### src/rtl/light_pkg.sv
// Shared types and constants for the instruction parser and the light bank array.
// Holds the command word layout, the operation encoding and the ASCII bytes
// the parser treats specially.
package light_pkg;

   localparam int OPERATION_WIDTH = 2;
   localparam int POSITION_WIDTH  = 12;
   localparam int CMD_WIDTH       = OPERATION_WIDTH + 4 * POSITION_WIDTH;

   typedef enum logic [OPERATION_WIDTH-1:0] {
      OP_OFF     = 2'd0,
      OP_ON      = 2'd1,
      OP_TOGGLE  = 2'd2,
      OP_INVALID = 2'd3
   } op_t;

   typedef logic [POSITION_WIDTH-1:0] pos_t;

   // Field order is the wire order of the command word, MSB first.
   typedef struct packed {
      op_t  op;
      pos_t start_row;
      pos_t start_col;
      pos_t end_row;
      pos_t end_col;
   } cmd_fields_t;

   typedef logic [CMD_WIDTH-1:0] cmd_t;

   localparam logic [7:0] LF    = 8'h0A;
   localparam logic [7:0] CR    = 8'h0D;
   localparam logic [7:0] SPACE = 8'h20;
   localparam logic [7:0] COMMA = 8'h2C;

   // "turn on" / "turn off" / "toggle" are told apart by their final letter.
   function automatic op_t letter_to_op(input logic [7:0] ch);
      case (ch)
         8'h6E:   return OP_ON;      // 'n'
         8'h66:   return OP_OFF;     // 'f'
         8'h65:   return OP_TOGGLE;  // 'e'
         default: return OP_INVALID;
      endcase
   endfunction

   function automatic logic is_digit(input logic [7:0] ch);
      return (ch >= 8'h30) && (ch <= 8'h39);
   endfunction

   function automatic logic is_letter(input logic [7:0] ch);
      return (ch >= 8'h61) && (ch <= 8'h7A);
   endfunction

endpackage

### src/rtl/instruction_parser_decimal_accumulator.sv
// Decimal digit accumulator: value*10 + digit per accepted digit, saturating
// at the all-ones value of WIDTH bits. The value output already includes the
// digit presented this cycle so a number can be closed on its final digit.
module decimal_accumulator #(
   parameter int WIDTH = 12
) (
   input  logic             clk,
   input  logic             reset_n,
   input  logic             digit_valid,
   input  logic [3:0]       digit,
   input  logic             clear,
   output logic [WIDTH-1:0] value
);

   localparam logic [WIDTH+3:0] SAT_LIMIT = {4'b0000, {WIDTH{1'b1}}};

   logic [WIDTH-1:0] acc;

   function automatic logic [WIDTH-1:0] mul_add_sat(input logic [WIDTH-1:0] a,
                                                    input logic [3:0]       d);
      logic [WIDTH+3:0] wide;
      // a*10 = a*8 + a*2; four extra bits cover the worst case (max*10 + 9).
      wide = ({4'b0000, a} << 3) + ({4'b0000, a} << 1) + {{WIDTH{1'b0}}, d};
      return (wide > SAT_LIMIT) ? {WIDTH{1'b1}} : wide[WIDTH-1:0];
   endfunction

   assign value = digit_valid ? mul_add_sat(acc, digit) : acc;

   // Running value; clear wins so a number closed on its last digit restarts at zero.
   always_ff @(posedge clk or negedge reset_n) begin
      if (!reset_n) begin
         acc <= '0;
      end else if (clear) begin
         acc <= '0;
      end else if (digit_valid) begin
         acc <= value;
      end
   end

endmodule

### src/rtl/instruction_parser.sv
// ASCII instruction parser: turns lines such as
// "turn on 489,959 through 759,964\n" into packed command words on a
// valid/ready/last stream. One completed command is always held back so the
// final one can be flagged with cmd_last even without a trailing newline.
// Optional build macro: PARSER_NORMALIZE_EN (swap start/end per axis when
// start > end and clamp every coordinate to MAX_POSITION).
module instruction_parser #(
   parameter int CMD_DATA_WIDTH = 50,
   parameter int POSITION_WIDTH = 12,
   parameter int MAX_POSITION   = 999
) (
   input  logic                      clk,
   input  logic                      reset_n,
   input  logic                      in_valid,
   output logic                      in_ready,
   input  logic [7:0]                in_data,
   input  logic                      in_last,
   output logic                      cmd_valid,
   input  logic                      cmd_ready,
   output logic [CMD_DATA_WIDTH-1:0] cmd_data,
   output logic                      cmd_last,
   output logic                      parse_done
);

   import light_pkg::*;

   if ((CMD_DATA_WIDTH != CMD_WIDTH) || (MAX_POSITION > 4095) || (MAX_POSITION < 0)) begin : g_bad_params
      $error("instruction_parser: parameters inconsistent with light_pkg command layout");
   end

   typedef enum logic [1:0] {
      SCAN  = 2'd0,
      FLUSH = 2'd1,
      DONE  = 2'd2
   } state_t;

   state_t state;
   state_t state_next;

   // Line state
   op_t        line_op;
   logic       seen_digit;
   logic       in_number;
   logic [2:0] num_idx;
   pos_t       slots [4];
   pos_t       slot_now [4];

   // Hold slot and output register
   logic        hold_valid;
   cmd_t        hold_cmd;
   cmd_t        out_cmd;
   logic        armed;

   logic                      accept;
   logic                      byte_digit;
   logic                      byte_letter;
   logic                      line_end;
   logic                      close_num;
   logic                      acc_clear;
   logic                      acc_digit;
   logic [POSITION_WIDTH-1:0] acc_value;
   logic                      four_numbers;
   logic                      line_complete;
   logic                      push_out;
   logic                      flush_ready;
   logic                      flush_load;
   cmd_fields_t               raw_cmd;
   cmd_fields_t               new_cmd;

`ifdef PARSER_NORMALIZE_EN
   function automatic cmd_fields_t normalize(input cmd_fields_t c);
      cmd_fields_t r;
      pos_t        lim;
      lim = pos_t'(MAX_POSITION);
      r   = c;
      if (c.start_row > c.end_row) begin
         r.start_row = c.end_row;
         r.end_row   = c.start_row;
      end
      if (c.start_col > c.end_col) begin
         r.start_col = c.end_col;
         r.end_col   = c.start_col;
      end
      if (r.start_row > lim) r.start_row = lim;
      if (r.start_col > lim) r.start_col = lim;
      if (r.end_row   > lim) r.end_row   = lim;
      if (r.end_col   > lim) r.end_col   = lim;
      return r;
   endfunction
`endif

   assign accept      = in_valid && in_ready;
   assign byte_digit  = is_digit(in_data);
   assign byte_letter = is_letter(in_data);
   assign line_end    = (in_data == LF) || in_last;

   // A digit run closes on any non-digit, or on a line end (including a line
   // end carried by the run's own final digit).
   assign close_num = accept && ((in_number && !byte_digit) ||
                                 (line_end && (in_number || byte_digit)));
   assign acc_clear = close_num || (accept && line_end);
   assign acc_digit = accept && byte_digit;

   decimal_accumulator #(
      .WIDTH(POSITION_WIDTH)
   ) u_acc (
      .clk        (clk),
      .reset_n    (reset_n),
      .digit_valid(acc_digit),
      .digit      (in_data[3:0]),
      .clear      (acc_clear),
      .value      (acc_value)
   );

   // Slot contents as they will be once the number closing this cycle lands.
   always_comb begin
      for (int k = 0; k < 4; k++) begin
         slot_now[k] = (close_num && (num_idx == 3'(k))) ? pos_t'(acc_value) : slots[k];
      end
   end

   assign four_numbers  = (num_idx == 3'd4) || ((num_idx == 3'd3) && close_num);
   assign line_complete = accept && line_end && four_numbers && (line_op != OP_INVALID);

   assign raw_cmd.op        = line_op;
   assign raw_cmd.start_row = slot_now[0];
   assign raw_cmd.start_col = slot_now[1];
   assign raw_cmd.end_row   = slot_now[2];
   assign raw_cmd.end_col   = slot_now[3];

`ifdef PARSER_NORMALIZE_EN
   assign new_cmd = normalize(raw_cmd);
`else
   assign new_cmd = raw_cmd;
`endif

   assign push_out    = line_complete && hold_valid;
   assign flush_ready = (state == FLUSH) && (!cmd_valid || cmd_ready);
   assign flush_load  = flush_ready && hold_valid;
   assign cmd_data    = CMD_DATA_WIDTH'(out_cmd);

   // State register; armed keeps in_ready low until the first clock after reset.
   always_ff @(posedge clk or negedge reset_n) begin
      if (!reset_n) begin
         state <= SCAN;
         armed <= 1'b0;
      end else begin
         state <= state_next;
         armed <= 1'b1;
      end
   end

   // Next-state and input handshake.
   always_comb begin
      state_next = state;
      in_ready   = 1'b0;
      unique case (state)
         SCAN: begin
            in_ready = armed && !cmd_valid;
            if (accept && in_last) state_next = FLUSH;
         end
         FLUSH: begin
            if (flush_ready) state_next = DONE;
         end
         DONE: begin
            state_next = DONE;
         end
         default: state_next = SCAN;
      endcase
   end

   // Per-line decode: op from the last letter before the first digit, numbers into slots.
   always_ff @(posedge clk or negedge reset_n) begin
      if (!reset_n) begin
         line_op    <= OP_OFF;
         seen_digit <= 1'b0;
         in_number  <= 1'b0;
         num_idx    <= '0;
         for (int k = 0; k < 4; k++) slots[k] <= '0;
      end else if (accept) begin
         if (line_end) begin
            line_op    <= OP_OFF;
            seen_digit <= 1'b0;
            in_number  <= 1'b0;
            num_idx    <= '0;
            for (int k = 0; k < 4; k++) slots[k] <= '0;
         end else begin
            if (byte_letter && !seen_digit) line_op <= letter_to_op(in_data);
            if (byte_digit) begin
               seen_digit <= 1'b1;
               in_number  <= 1'b1;
            end
            if (close_num) begin
               in_number <= 1'b0;
               // Fifth and later numbers are dropped; the index parks at 4.
               if (num_idx != 3'd4) begin
                  slots[num_idx[1:0]] <= pos_t'(acc_value);
                  num_idx             <= num_idx + 3'd1;
               end
            end
         end
      end
   end

   // Hold slot: a new command displaces the held one into the output register.
   always_ff @(posedge clk or negedge reset_n) begin
      if (!reset_n) begin
         hold_valid <= 1'b0;
         hold_cmd   <= '0;
      end else if (line_complete) begin
         hold_valid <= 1'b1;
         hold_cmd   <= new_cmd;
      end else if (flush_load) begin
         hold_valid <= 1'b0;
      end
   end

   // Output register: loaded from hold on displacement or final flush, cleared on accept.
   always_ff @(posedge clk or negedge reset_n) begin
      if (!reset_n) begin
         cmd_valid <= 1'b0;
         cmd_last  <= 1'b0;
         out_cmd   <= '0;
      end else if (push_out) begin
         cmd_valid <= 1'b1;
         cmd_last  <= 1'b0;
         out_cmd   <= hold_cmd;
      end else if (flush_load) begin
         cmd_valid <= 1'b1;
         cmd_last  <= 1'b1;
         out_cmd   <= hold_cmd;
      end else if (cmd_valid && cmd_ready) begin
         cmd_valid <= 1'b0;
      end
   end

   // Sticky completion once the final command has left the output register.
   always_ff @(posedge clk or negedge reset_n) begin
      if (!reset_n) begin
         parse_done <= 1'b0;
      end else if ((state == DONE) && !cmd_valid) begin
         parse_done <= 1'b1;
      end
   end

endmodule
### config.mk
export PLATFORM = sky130hd
export DESIGN_NAME = instruction_parser
export DESIGN_NICKNAME = d
export VERILOG_FILES = /design/src/rtl/light_pkg.sv /design/src/rtl/instruction_parser_decimal_accumulator.sv /design/src/rtl/instruction_parser.sv
export SDC_FILE = /design/constraint.sdc
export NUM_CORES = 1
export LEC_CHECK = 0
export ABC_AREA = 1
export CORE_MARGIN = 2
export CORE_UTILIZATION = 45
export DETAILED_ROUTE_END_ITERATION = 7
export GPL_TIMING_DRIVEN = 0
export MAX_ROUTING_LAYER = met4
export PLACE_DENSITY = 0.66
export SYNTH_ARGS = -nofsm -noshare
export SYNTH_HDL_FRONTEND = slang
export SYNTH_SLANG_ARGS = --single-unit
### constraint.sdc
create_clock -name clk -period 2.9 [get_ports clk]
set_clock_uncertainty 0.1 [all_clocks]
set_input_delay 0.435 -clock clk [delete_from_list [all_inputs] [get_ports clk]]
set_output_delay 0.435 -clock clk [all_outputs]
set_load 0.02 [all_outputs]
==> flow_metrics.py <==
metrics = {
    "routing": {
        "post_drt_wl_per_cell_um": 15.0,
        "firstDrtPassIters": 5,
        "vias": 7670,
        "drc": 0,
        "totalWireLength_um": 23400,
        "vias_per_cell": 4.91,
        "ant_nets": 0,
        "drtIter0Drc": 561,
    },
    "timing": {
        "worst_pin_slew_ps": 625,
        "max_freq_mhz": 348,
        "setup_violations": 0,
        "layout_min_cycle_time_ps": 2870,
        "drv_slew": 0,
        "holdWs_ps": 359,
        "relSlewSlack_pct": 58.3,
        "setup_ws_ps": 26.9,
        "finalSetupTns_ps": 0,
        "rsz0062_at_grt": "yes",
        "fin_crit_sh_pct": 99.1,
        "final-hold-violation-count": 0,
    },
    "critical_path": {
        "path_class": "flop to flop",
        "required_ps": 3110,
        "startpoint": "u_acc.acc[0]",
        "reg2reg_from": "u_acc.acc[0]",
        "cp-start-kind": "flop",
        "crit_path_end_kind": "flop",
        "critPathArrivalTime_ps": 3080,
        "critPathMaxFanout": 5,
    },
    "worst_hold_path": {
        "hp-class": "flop to flop",
        "hp-start": "parse_done",
    },
    "status": {
        "status": "finished clean",
    },
    "clock_tree": {
        "clk_pin_slew_ps": 70,
        "clk_path_buf_depth": 2,
        "h-tree-depth": 4,
        "clkLatencyLatePin_ps": 430,
        "cts_root_buffer": "clkbuf_16",
        "numCtsBuffers": 17,
        "cts_sinks": 174,
        "cts_tree": "done",
    },
    "synth": {
        "synth.yosys.seq_area_share_pct": 48.7,
        "yosys_register_bits": 174,
        "synth-edff-count": 0,
        "synth_area_um2": 8930,
        "ys_warn_count": 0,
        "ys_types": 40,
        "syn_nets": 1225,
        "syn_inst": 1178,
        "synthArstFlopShare_pct": 100,
        "postSynthAreaPerCell_um2": 7.58,
        "synthFlopType": "dfrtp_1",
    },
    "floorplanning": {
        "die_x_um": 145,
        "start_util_pct": 45.9,
        "num_io_pins": 67,
        "die_y_um": 145,
        "die_area_um2": 21000,
        "core_um2": 19500,
        "row_count": 51,
    },
    "global_routing": {
        "grt_pass1_wl_um": 36900,
        "overflow": 0,
        "grt_max_degree": 122,
        "antenna_found_initial": 1,
        "grt_pass1_vias": 7197,
        "track_usage_pct": 23.9,
    },
    "placement": {
        "port_buffers": 66,
        "dp_hpwl_um": 14600,
        "pre_cts_ws_ps": -1150,
        "gp_congestion": 0.886,
    },
    "cells_and_area": {
        "synthToLayoutAreaGrowth_pct": 23.7,
        "fillerInstances": 1817,
        "final_cell_mix": "nand2_1, dfrtp_1, inv_1",
        "nets": 1329,
        "drive_gt1_share_pct": 12.2,
        "final_common_cell": "nand2_1",
    },
    "pwr": {
        "power_mw": 6.51,
        "p_per_area_nw_per_um2": 589,
        "ir_drop_v": 0.000403,
        "power_leakage_nw": 5.69,
    },
    "run": {
        "maxCapViolCount": 0,
    },
}
[report_power, final]
| group | switching (mW) | total [mW] | internal (mW) |
|---|---|---|---|
| sequential | 0.125 | 2.71 | 2.59 |
| clock | 0.980 | 2.12 | 1.14 |
| combinational | 1.13 | 1.68 | 0.554 |
| total | 2.23 | 6.51 | 4.28 |
[cell usage after synthesis, types with 3 or more instances]
master | number | area, um^2
dfrtp_1 | 174 | 4350
inv_1 | 139 | 522
ha_1 | 32 | 400
nand3_1 | 83 | 415
or2_2 | 23 | 144
nor2_2 | 3 | 18.8
o21ai_0 | 21 | 105
clkbuf_1 | 18 | 67.6
nor2_1 | 90 | 338
nand4_1 | 5 | 31.3
buf_2 | 21 | 105
buf_4 | 5 | 37.5
o21ai_1 | 42 | 210
nand2_1 | 458 | 1720
nor3_1 | 3 | 15.0
a21oi_1 | 9 | 45.0
inv_2 | 8 | 30.0
nand2_2 | 13 | 81.3
xor2_1 | 6 | 52.6
[cells by family (layout without fill, tap and decap cells)]
group / count (synthesis) / count (layout) / synth area share (%)
XOR/XNOR: 7 / 7 / 0.686
flip-flops: 174 / 174 / 48.7
adder cells (fa/ha/maj): 34 / 34 / 4.93
AND/OR/NAND/NOR: 687 / 697 / 32.0
buffers and inverters: 194 / 300 / 8.75
other: 1 / 3 / 0.0420
AO/OA/AOI/OAI: 81 / 81 / 4.87
[cell type report]
class	count	area, um^2	share of cell area (%)
Antenna cell	2	5.00	0.0453
Buffer	46	251	2.28
Clock buffer	19	453	4.10
Clock inverter	12	90.1	0.815
Inverter	148	556	5.03
Multi-Input combinational cell	820	4220	38.2
Sequential cell	174	4350	39.4
Tap cell	265	332	3.00
Timing Repair Buffer	75	785	7.10
[routing by layer]
metal | wire [um] | vias to the layer above | GRT usage [%] | share of wire [%]
met5 | 0 | - | - | 0
met2 | 11000 | 182 | 37.0 | 47
li1 | - | 3840 | - | -
met1 | 10700 | 3599 | 31.2 | 45
met4 | 592 | 0 | 8.64 | 2.5
met3 | 1150 | 49 | 4.97 | 4.9
[sequential cells by signal (all words and copies together) (netlist names), 2 cells and up]
signal and cells:
cmd_data 50, hold_cmd 50, slots 48, u_acc.acc 12, num_idx 3, line_op 2
state 2
[worst max-delay path: stages (launching register included)]
cell,delay (ps)
dfrtp_1,430
fa_1,550
inv_1,60
fa_2,350
inv_2,80
nand3_2,60
nand3_2,100
nand3_2,80
nand4_1,100
nand2_2,70
nor2_4,160
buf_8,180
nand3_4,120
nand2_2,230
o21ai_1,100
[metrics by stage]
step           std cells  util (%)  area [um^2]
3_3_place_gp        1509      51.0         9920
6_report            1561      56.8        11000
3_5_place_dp        1510      51.2         9960
2_1_floorplan       1178         -         8930
4_1_cts             1556      55.9        10900
5_1_grt             1561      56.8        11000
[what timing repair did]
action | 4_1_cts | 5_1_grt
endpoints found under the setup margin | 108 | 107
setup buffers | 3 | 3
hold endpoints to repair | 53 | 0
cloned | 11 | 0
pin swaps | 13 | 13
gates resized for setup | 58 | 20
hold buffers | 1 | 0
[path summary, 6_finish.rpt]
kind / to / slack (ps) / cells past startpoint
setup / recovery: slots[42] / 30 / 14
hold / removal: parse_done / 360 / 1
setup reg to reg: slots[42] / 30 / 14
hold reg to reg: parse_done / 360 / 1
max in group asynchronous: hold_cmd[8] / 1360 / 3
min in group asynchronous: cmd_data[42] / 400 / 2
Power figures use the tool's default switching activity.
